--- src/rtl/axis_arb_pkg.sv ---
// axis_arb_pkg: shared types, constants and the round-robin search helper
// for the AXI-Stream round-robin arbiter. The optional stats build is
// selected with AXIS_ARB_STATS_EN (see axis_rr_arbiter).

package axis_arb_pkg;

  // Arbiter FSM encoding.
  typedef enum logic {
    ARB_IDLE = 1'b0,
    ARB_BUSY = 1'b1
  } arb_state_t;

  // Width of the optional per-requester accepted-beat counters.
  localparam int ARB_CNT_WIDTH = 16;

  // Largest requester count the helper below can handle.
  localparam int ARB_MAX_REQ = 16;

  // Round-robin search over the low n bits of valid, starting at ptr+1
  // and wrapping modulo n. The request vector is doubled, rotated down
  // so the start position lands at bit 0, priority-encoded from bit 0,
  // and the offset is rotated back by adding the start index.
  // Returns {found, idx[3:0]}.
  function automatic logic [4:0] rr_next(input logic [15:0] valid,
                                         input logic [3:0]  ptr,
                                         input logic [4:0]  n);
    logic [15:0] mask;
    logic [15:0] vm;
    logic [31:0] dbl;
    logic [15:0] rot;
    logic [4:0]  nxt;
    logic [4:0]  start;
    logic [4:0]  off;
    logic [4:0]  idx;
    logic        found;

    // n = 16 makes the shifted one fall off, leaving an all-ones mask.
    mask  = (16'd1 << n) - 16'd1;
    vm    = valid & mask;
    nxt   = {1'b0, ptr} + 5'd1;
    start = (nxt >= n) ? 5'd0 : nxt;
    dbl   = {16'd0, vm} | ({16'd0, vm} << n);
    rot   = 16'(dbl >> start) & mask;

    // Descending scan so the lowest set bit (nearest to start) wins.
    found = 1'b0;
    off   = 5'd0;
    for (int i = ARB_MAX_REQ - 1; i >= 0; i--) begin
      if (rot[i]) begin
        found = 1'b1;
        off   = 5'(i);
      end
    end

    idx = start + off;
    if (idx >= n) begin
      idx = idx - n;
    end
    return {found, idx[3:0]};
  endfunction

endpackage

--- src/rtl/rr_pick.sv ---
// rr_pick: combinational round-robin picker. Finds the first set bit of req
// at or after ptr+1 (wrapping). One instance serves both the idle pick and
// the end-of-packet handover pick in axis_rr_arbiter.

module rr_pick
  import axis_arb_pkg::*;
#(
  parameter int NUM_REQ  = 4,
  parameter int ID_WIDTH = $clog2(NUM_REQ)
) (
  input  logic [NUM_REQ-1:0]  req,
  input  logic [ID_WIDTH-1:0] ptr,
  output logic                found,
  output logic [ID_WIDTH-1:0] idx
);

  logic [4:0] res;

  // Rotate-priority-rotate-back search via the shared package helper.
  always_comb begin
    res   = rr_next(16'(req), 4'(ptr), 5'(NUM_REQ));
    found = res[4];
    idx   = ID_WIDTH'(res[3:0]);
  end

endmodule

--- src/rtl/axis_rr_arbiter.sv ---
// axis_rr_arbiter: packet-locking round-robin arbiter sharing one AXI-Stream
// sink among NUM_REQ requesters. A grant is held from the first beat of a
// packet until its last beat is accepted; m_id tags every beat with its
// source. Defining AXIS_ARB_STATS_EN adds per-requester 16-bit accepted-beat
// counters readable through cnt_sel/cnt_out.
//
//   state    | meaning
//   ARB_IDLE | no grant held, all outputs 0
//   ARB_BUSY | grant held by requester gnt_q

module axis_rr_arbiter
  import axis_arb_pkg::*;
#(
  parameter int DATA_WIDTH = 32,
  parameter int NUM_REQ    = 4,
  parameter int ID_WIDTH   = $clog2(NUM_REQ)
) (
  input  logic                          aclk,
  input  logic                          aresetn,
  input  logic [NUM_REQ*DATA_WIDTH-1:0] s_data,
  input  logic [NUM_REQ-1:0]            s_valid,
  input  logic [NUM_REQ-1:0]            s_last,
  output logic [NUM_REQ-1:0]            s_ready,
  output logic [DATA_WIDTH-1:0]         m_data,
  output logic                          m_valid,
  output logic                          m_last,
  output logic [ID_WIDTH-1:0]           m_id,
  input  logic                          m_ready
`ifdef AXIS_ARB_STATS_EN
  ,
  input  logic [ID_WIDTH-1:0]           cnt_sel,
  output logic [ARB_CNT_WIDTH-1:0]      cnt_out
`endif
);

  arb_state_t          state_q, state_d;
  logic [ID_WIDTH-1:0] gnt_q, gnt_d;
  logic [ID_WIDTH-1:0] last_gnt_q, last_gnt_d;
  logic                pick_found;
  logic [ID_WIDTH-1:0] pick_idx;
  logic                beat_acc;

  // last_gnt equals gnt while busy, so the same pointer serves the idle
  // search (from last_gnt+1) and the handover search (from gnt+1).
  rr_pick #(
    .NUM_REQ  (NUM_REQ),
    .ID_WIDTH (ID_WIDTH)
  ) u_pick (
    .req   (s_valid),
    .ptr   (last_gnt_q),
    .found (pick_found),
    .idx   (pick_idx)
  );

  assign beat_acc = m_valid & m_ready;

  // State, grant and round-robin pointer registers.
  always_ff @(posedge aclk or negedge aresetn) begin
    if (!aresetn) begin
      state_q    <= ARB_IDLE;
      gnt_q      <= '0;
      last_gnt_q <= ID_WIDTH'(NUM_REQ - 1);
    end else begin
      state_q    <= state_d;
      gnt_q      <= gnt_d;
      last_gnt_q <= last_gnt_d;
    end
  end

  // Next-state: grab a winner when idle; on the accepted last beat either
  // hand over without a bubble or drop back to idle. The granted
  // requester's own valid takes part in the handover search, so a lone
  // streaming requester is re-granted back-to-back.
  always_comb begin
    state_d    = state_q;
    gnt_d      = gnt_q;
    last_gnt_d = last_gnt_q;
    case (state_q)
      ARB_IDLE: begin
        if (pick_found) begin
          state_d    = ARB_BUSY;
          gnt_d      = pick_idx;
          last_gnt_d = pick_idx;
        end
      end
      ARB_BUSY: begin
        if (beat_acc && m_last) begin
          if (pick_found) begin
            gnt_d      = pick_idx;
            last_gnt_d = pick_idx;
          end else begin
            state_d = ARB_IDLE;
          end
        end
      end
      default: begin
        state_d = ARB_IDLE;
      end
    endcase
  end

  // Datapath mux: forward the granted requester; everything is 0 when idle.
  // s_ready depends only on m_ready and the registered grant.
  always_comb begin
    m_data  = '0;
    m_valid = 1'b0;
    m_last  = 1'b0;
    m_id    = '0;
    s_ready = '0;
    if (state_q == ARB_BUSY) begin
      m_data  = s_data[int'(gnt_q)*DATA_WIDTH +: DATA_WIDTH];
      m_valid = s_valid[gnt_q];
      m_last  = s_last[gnt_q];
      m_id    = gnt_q;
      s_ready = {{(NUM_REQ-1){1'b0}}, m_ready} << gnt_q;
    end
  end

`ifdef AXIS_ARB_STATS_EN
  logic [ARB_CNT_WIDTH-1:0] cnt_q [NUM_REQ];

  // Accepted-beat counters, one per requester, wrapping at all-ones.
  always_ff @(posedge aclk or negedge aresetn) begin
    if (!aresetn) begin
      for (int k = 0; k < NUM_REQ; k++) begin
        cnt_q[k] <= '0;
      end
    end else if (beat_acc) begin
      cnt_q[gnt_q] <= cnt_q[gnt_q] + 1'b1;
    end
  end

  // Counter readback; selects beyond NUM_REQ-1 read as 0.
  always_comb begin
    cnt_out = '0;
    if (int'(cnt_sel) < NUM_REQ) begin
      cnt_out = cnt_q[cnt_sel];
    end
  end
`endif

endmodule

--- config.mk ---
export PLATFORM = sky130hd
export DESIGN_NAME = axis_rr_arbiter
export DESIGN_NICKNAME = d
export VERILOG_FILES = /design/src/rtl/axis_arb_pkg.sv /design/src/rtl/rr_pick.sv /design/src/rtl/axis_rr_arbiter.sv
export SDC_FILE = /design/constraint.sdc
export NUM_CORES = 1
export LEC_CHECK = 0
export BUFFER_PORTS_ARGS = -buffer_cell sky130_fd_sc_hd__clkbuf_2
export CORE_ASPECT_RATIO = 0.9
export CORE_MARGIN = 3
export CORE_UTILIZATION = 30
export DETAILED_ROUTE_END_ITERATION = 10
export HOLD_SLACK_MARGIN = 0.05
export PLACE_DENSITY = 0.74
export SLEW_MARGIN = 10
export SYNTH_ARGS = -nofsm -noshare
export SYNTH_HDL_FRONTEND = slang
export SYNTH_HIERARCHICAL = 1
export SYNTH_SLANG_ARGS = --single-unit
--- constraint.sdc ---
create_clock -name aclk -period 2.9 [get_ports aclk]
set_input_delay 0.29 -clock aclk [delete_from_list [all_inputs] [get_ports aclk]]
set_output_delay 0.29 -clock aclk [all_outputs]
set_load 0.01 [all_outputs]
==> tab_implementation.tex <==
\begin{tabular}{lr}
\hline
Metric & Value \\
\hline
\multicolumn{2}{l}{\textbf{Worst setup path}} \\
\quad Delay-heaviest family, CP & flip-flops \\
\quad Critical Path Sink Type & output pin \\
\quad List of cells traversed by the critical path & buf\_12 -> mux4\_2 -> and2\_1 -> clkbuf\_2 \\
\quad Data required time of the critical path & approximately 2.6 ns \\
\quad Startpoint class of the critical path & register \\
\quad Data arrival time at the worst-slack endpoint & $\sim$2 ns \\
\quad Peak per-stage delay on the critical path & 0.60 ns \\
\quad Cell with the biggest individual delay on the critical path & dfrtp\_2 \\
\quad Maximum fanout along the worst path & 26 \\
\quad Number of buffer and inverter stages on the critical path & 2 \\
\quad Kind of critical path & register to output pin \\
\multicolumn{2}{l}{\textbf{Placement}} \\
\quad Worst setup slack before clock tree synthesis & 0.745 ns \\
\quad Post-DP HPWL & roughly 5000 um \\
\quad Number of port buffers & about 180 \\
\quad RD Place Congestion & approximately 0.83 \\
\multicolumn{2}{l}{\textbf{CTS}} \\
\quad Clock insertion delay at the later pin of the skew report & between 0.2 and 0.25 ns \\
\quad Max clock buf depth & 2 \\
\quad Buffer count from post-CTS setup fixing & 0 \\
\quad Clock tree from TritonCTS & built \\
\quad Clock input transition at the sequential cells of the worst setup and hold paths & $\sim$0.03 ns \\
\quad Maximum level of the CTS H-tree & 1 \\
\quad Root buffer selected by CTS & clkbuf\_8 \\
\quad Number of sinks driven by the clock tree & 5 \\
\quad Number of buffers created by CTS & 3 \\
\multicolumn{2}{l}{\textbf{Timing}} \\
\quad Fmax achieved & roughly 440 MHz \\
\quad Final clock period utilization by the worst path & about four fifths \\
\quad Worst slew margin relative to its limit & 66.5\% \\
\quad Final setup violation count & 0 \\
\quad Final count of hold timing violations & 0 \\
\quad Final critical delay including setup and external delays & between 2 and 2.5 ns \\
\quad Final WS setup & 0.607 ns \\
\quad Setup repair after global routing missed its margin & false \\
\quad Total Neg Setup Slack & 0 ns \\
\quad Number of pins with negative max-slew slack in the final report & 0 \\
\quad Worst-Margin Slew & between 0.5 and 0.6 ns \\
\quad Worst clock skew on the final layout & 0.000915 ns \\
\multicolumn{2}{l}{\textbf{Yosys}} \\
\quad Top\_reg\_cell synth & dfrtp\_1 \\
\quad Synthesis warning total & 6 \\
\quad Share of the yosys chip area belonging to registers & $\sim$8.3\% \\
\quad Post-synthesis adder-cell area fraction & less than 1\% \\
\quad Total nets after synthesis & about 280 \\
\quad Ranking of synthesized cells by area & mux4\_2 47\%, and2\_1 14\%, dfrtp\_1 4.9\%, dfstp\_2 3.4\%, mux4\_1 3.4\% \\
\quad Number of flops mapped to enable cells by yosys & 0 \\
\quad Count of different cell masters after synthesis & 33 \\
\quad Xor-xnor portion of the synthesized cell area & 0.571\% \\
\quad Fraction of synthesized cell area taken by the top area cell type & 47.0\% \\
\quad Avg Synthesized Cell Area & approximately 11 sq um \\
\quad Gate count of the mapped netlist & 139 \\
\quad Number of synthesized register bits & 5 \\
\quad FFs w/ async S/R, synth & between 90\% and 100\% \\
\quad Synthesized-area fraction occupied by ao, oa, aoi and oai cells & around 8.2\% \\
\quad Library cell with the largest summed area after synthesis & mux4\_2 \\
\quad Simple-gate portion of the synthesized area & roughly a quarter \\
\quad Multiplexer share of the synthesized area & approximately half \\
\quad Largest family of logic cells by synthesized area & multiplexers \\
\quad Post-Syn Area & roughly 0.0015 sq mm \\
\multicolumn{2}{l}{\textbf{Pwr}} \\
\quad Sw power & 0.800 mW \\
\quad Internal & approximately 1.1 mW \\
\quad Portion of total power attributed to combinational logic & between 80 and 90\% \\
\quad Sequential share of power & 11.0\% \\
\quad Worst IR Drop VDD & roughly 0.43 mV \\
\quad Clock group share of total power & between 6 and 7\% \\
\quad Leakage power summed over all cells & 1.26 nW \\
\quad Total power of the final layout & approximately 1.9 mW \\
\quad Switching portion of total power & 42.7\% \\
\quad Power Density & 745 mW/mm\^{}2 \\
\multicolumn{2}{l}{\textbf{Die}} \\
\quad Chip Height & between 70 and 80 um \\
\quad Standard-cell row count & 24 \\
\quad I/O pin total & between 150 and 200 \\
\quad Core area & 0.00489 sq mm \\
\quad Horizontal die dimension & between 80 and 90 um \\
\quad Die area & $\sim$0.006 sq mm \\
\quad Initial standard-cell utilization of the core & 31.3\% \\
\multicolumn{2}{l}{\textbf{Detailed routing}} \\
\quad First-pass DRT Iterations & 4 \\
\quad Detailed router's first-iteration violation count & 42 \\
\quad Routed WL per cell & 15.5 um \\
\quad Detailed-route via count & approximately 1,900 \\
\quad Average vias per placed instance & roughly 5 \\
\quad Total DRC errors in the routed layout & 0 \\
\quad Final antenna-violating net count & 0 \\
\quad Wire length reported by the detailed router & 5820 um \\
\multicolumn{2}{l}{\textbf{GRT}} \\
\quad Initial antenna violation count & 0 \\
\quad Overflow left after global routing & 0 \\
\quad Maximum number of pins on one net before global-route repair & 27 \\
\quad Total GRT Usage & between 15 and 20\% \\
\quad First-pass GRT wire length & about 8300 um \\
\quad Via count of the first global-routing pass & roughly 1,900 \\
\multicolumn{2}{l}{\textbf{Layout}} \\
\quad Final net count & around 450 \\
\quad Syn-to-layout area delta & 64.1\% \\
\quad \# diodes & 0 \\
\quad Most frequent cells in the layout & 178 x clkbuf\_2, 35 x and2\_1, 32 x mux4\_2, 8 x nand2\_1, 6 x nor2\_1 \\
\quad Commonest non-fill, non-tap cell in the layout & clkbuf\_2 \\
\quad Fill cell instance count of the final layout & around 480 \\
\quad Layout cells sized above 1 & 71.4\% \\
\multicolumn{2}{l}{\textbf{Hold path}} \\
\quad Worst hold-check path type & primary input to async pin \\
\multicolumn{2}{l}{\textbf{Run}} \\
\quad Max capacitance violation total & 0 \\
\multicolumn{2}{l}{\textbf{Status}} \\
\quad Status & completed \\
\hline
\end{tabular}
==> cell usage after synthesis, types with 2 or more instances <==
cell / count
and2_1: 35
mux4_2: 32
nand2_1: 8
nor2_1: 6
buf_2: 5
clkbuf_1: 4
inv_1: 4
nand2b_1: 4
o22ai_1: 4
dfrtp_1: 3
nor4b_1: 3
o21ai_0: 3
buf_4: 2
buf_6: 2
dfstp_2: 2
mux4_1: 2
nand3b_1: 2
nor2b_1: 2
o31ai_1: 2
==> power groups by stage <==
stage	Clock [mW]	Sequential, mW	Combinational, mW
2_1_floorplan	0	0.122	1.17
3_3_place_gp	0	0.205	1.53
3_5_place_dp	0	0.209	1.55
4_1_cts	0.129	0.208	1.56
5_1_grt	0.135	0.222	1.69
6_report	0.125	0.207	1.54
==> metal layers <==
| layer | vias up | global-route usage [%] | share of wire, % |
|---|---|---|---|
| met5 | - | 0 | 0 |
| met4 | 0 | 6.19 | 1.6 |
| met3 | 8 | 3.68 | 11 |
| met2 | 105 | 31.9 | 51 |
| met1 | 874 | 20.4 | 36 |
| li1 | 898 | - | - |
==> flip-flops by register name, indices dropped and copies added (netlist names) <==
register	cells
state_q	1
gnt_q	2
last_gnt_q	2
==> layout make-up <==
cell class	instances	area, sq um	area share, %
inverter	4	15.0	0.597
tap	65	81.3	3.23
sequential	5	129	5.12
timing repair buffer	182	936	37.2
multi-input combinational	116	1310	52.0
clock buffer	4	45.0	1.79
==> kinds of logic (layout without fill, tap and decap cells) <==
logic type               count (synthesis)  after routing
multiplexers                            34             34
XOR/XNOR                                 1              1
flip-flops                               5              5
AO/OA/AOI/OAI                           16             16
buffers and inverters                   18            190
AND/OR/NAND/NOR                         64             64
adder cells (fa/ha/maj)                  1              1
==> worst paths after layout <==
path	end	cells past startpoint	slack (ns)	from
min	gnt_q[0]	2	0.43	aresetn
max in group asynchronous	last_gnt_q[0]	2	2.26	aresetn
max reg2reg	last_gnt_q[0]	7	0.71	last_gnt_q[0]
max	m_last	4	0.61	gnt_q[0]
min reg2reg	last_gnt_q[1]	2	0.48	last_gnt_q[1]
min in group aclk	last_gnt_q[1]	2	0.48	last_gnt_q[1]
==> through the flow <==
step	util, %	hold slack [ns]	instances	cell area (sq um)
3_3_place_gp	50.3	0.109	371	2460
4_1_cts	51.4	0.432	376	2510
6_report	51.4	0.427	376	2510
5_1_grt	51.4	0.439	376	2510
3_5_place_dp	50.3	0.109	371	2460
2_1_floorplan	-	-0.00559	139	1530
==> timing repair <==
action	CTS	global route
hold endpoints to repair	3	0
hold buffers	1	0
resized for setup	0	0
Power figures use the tool's default switching activity.
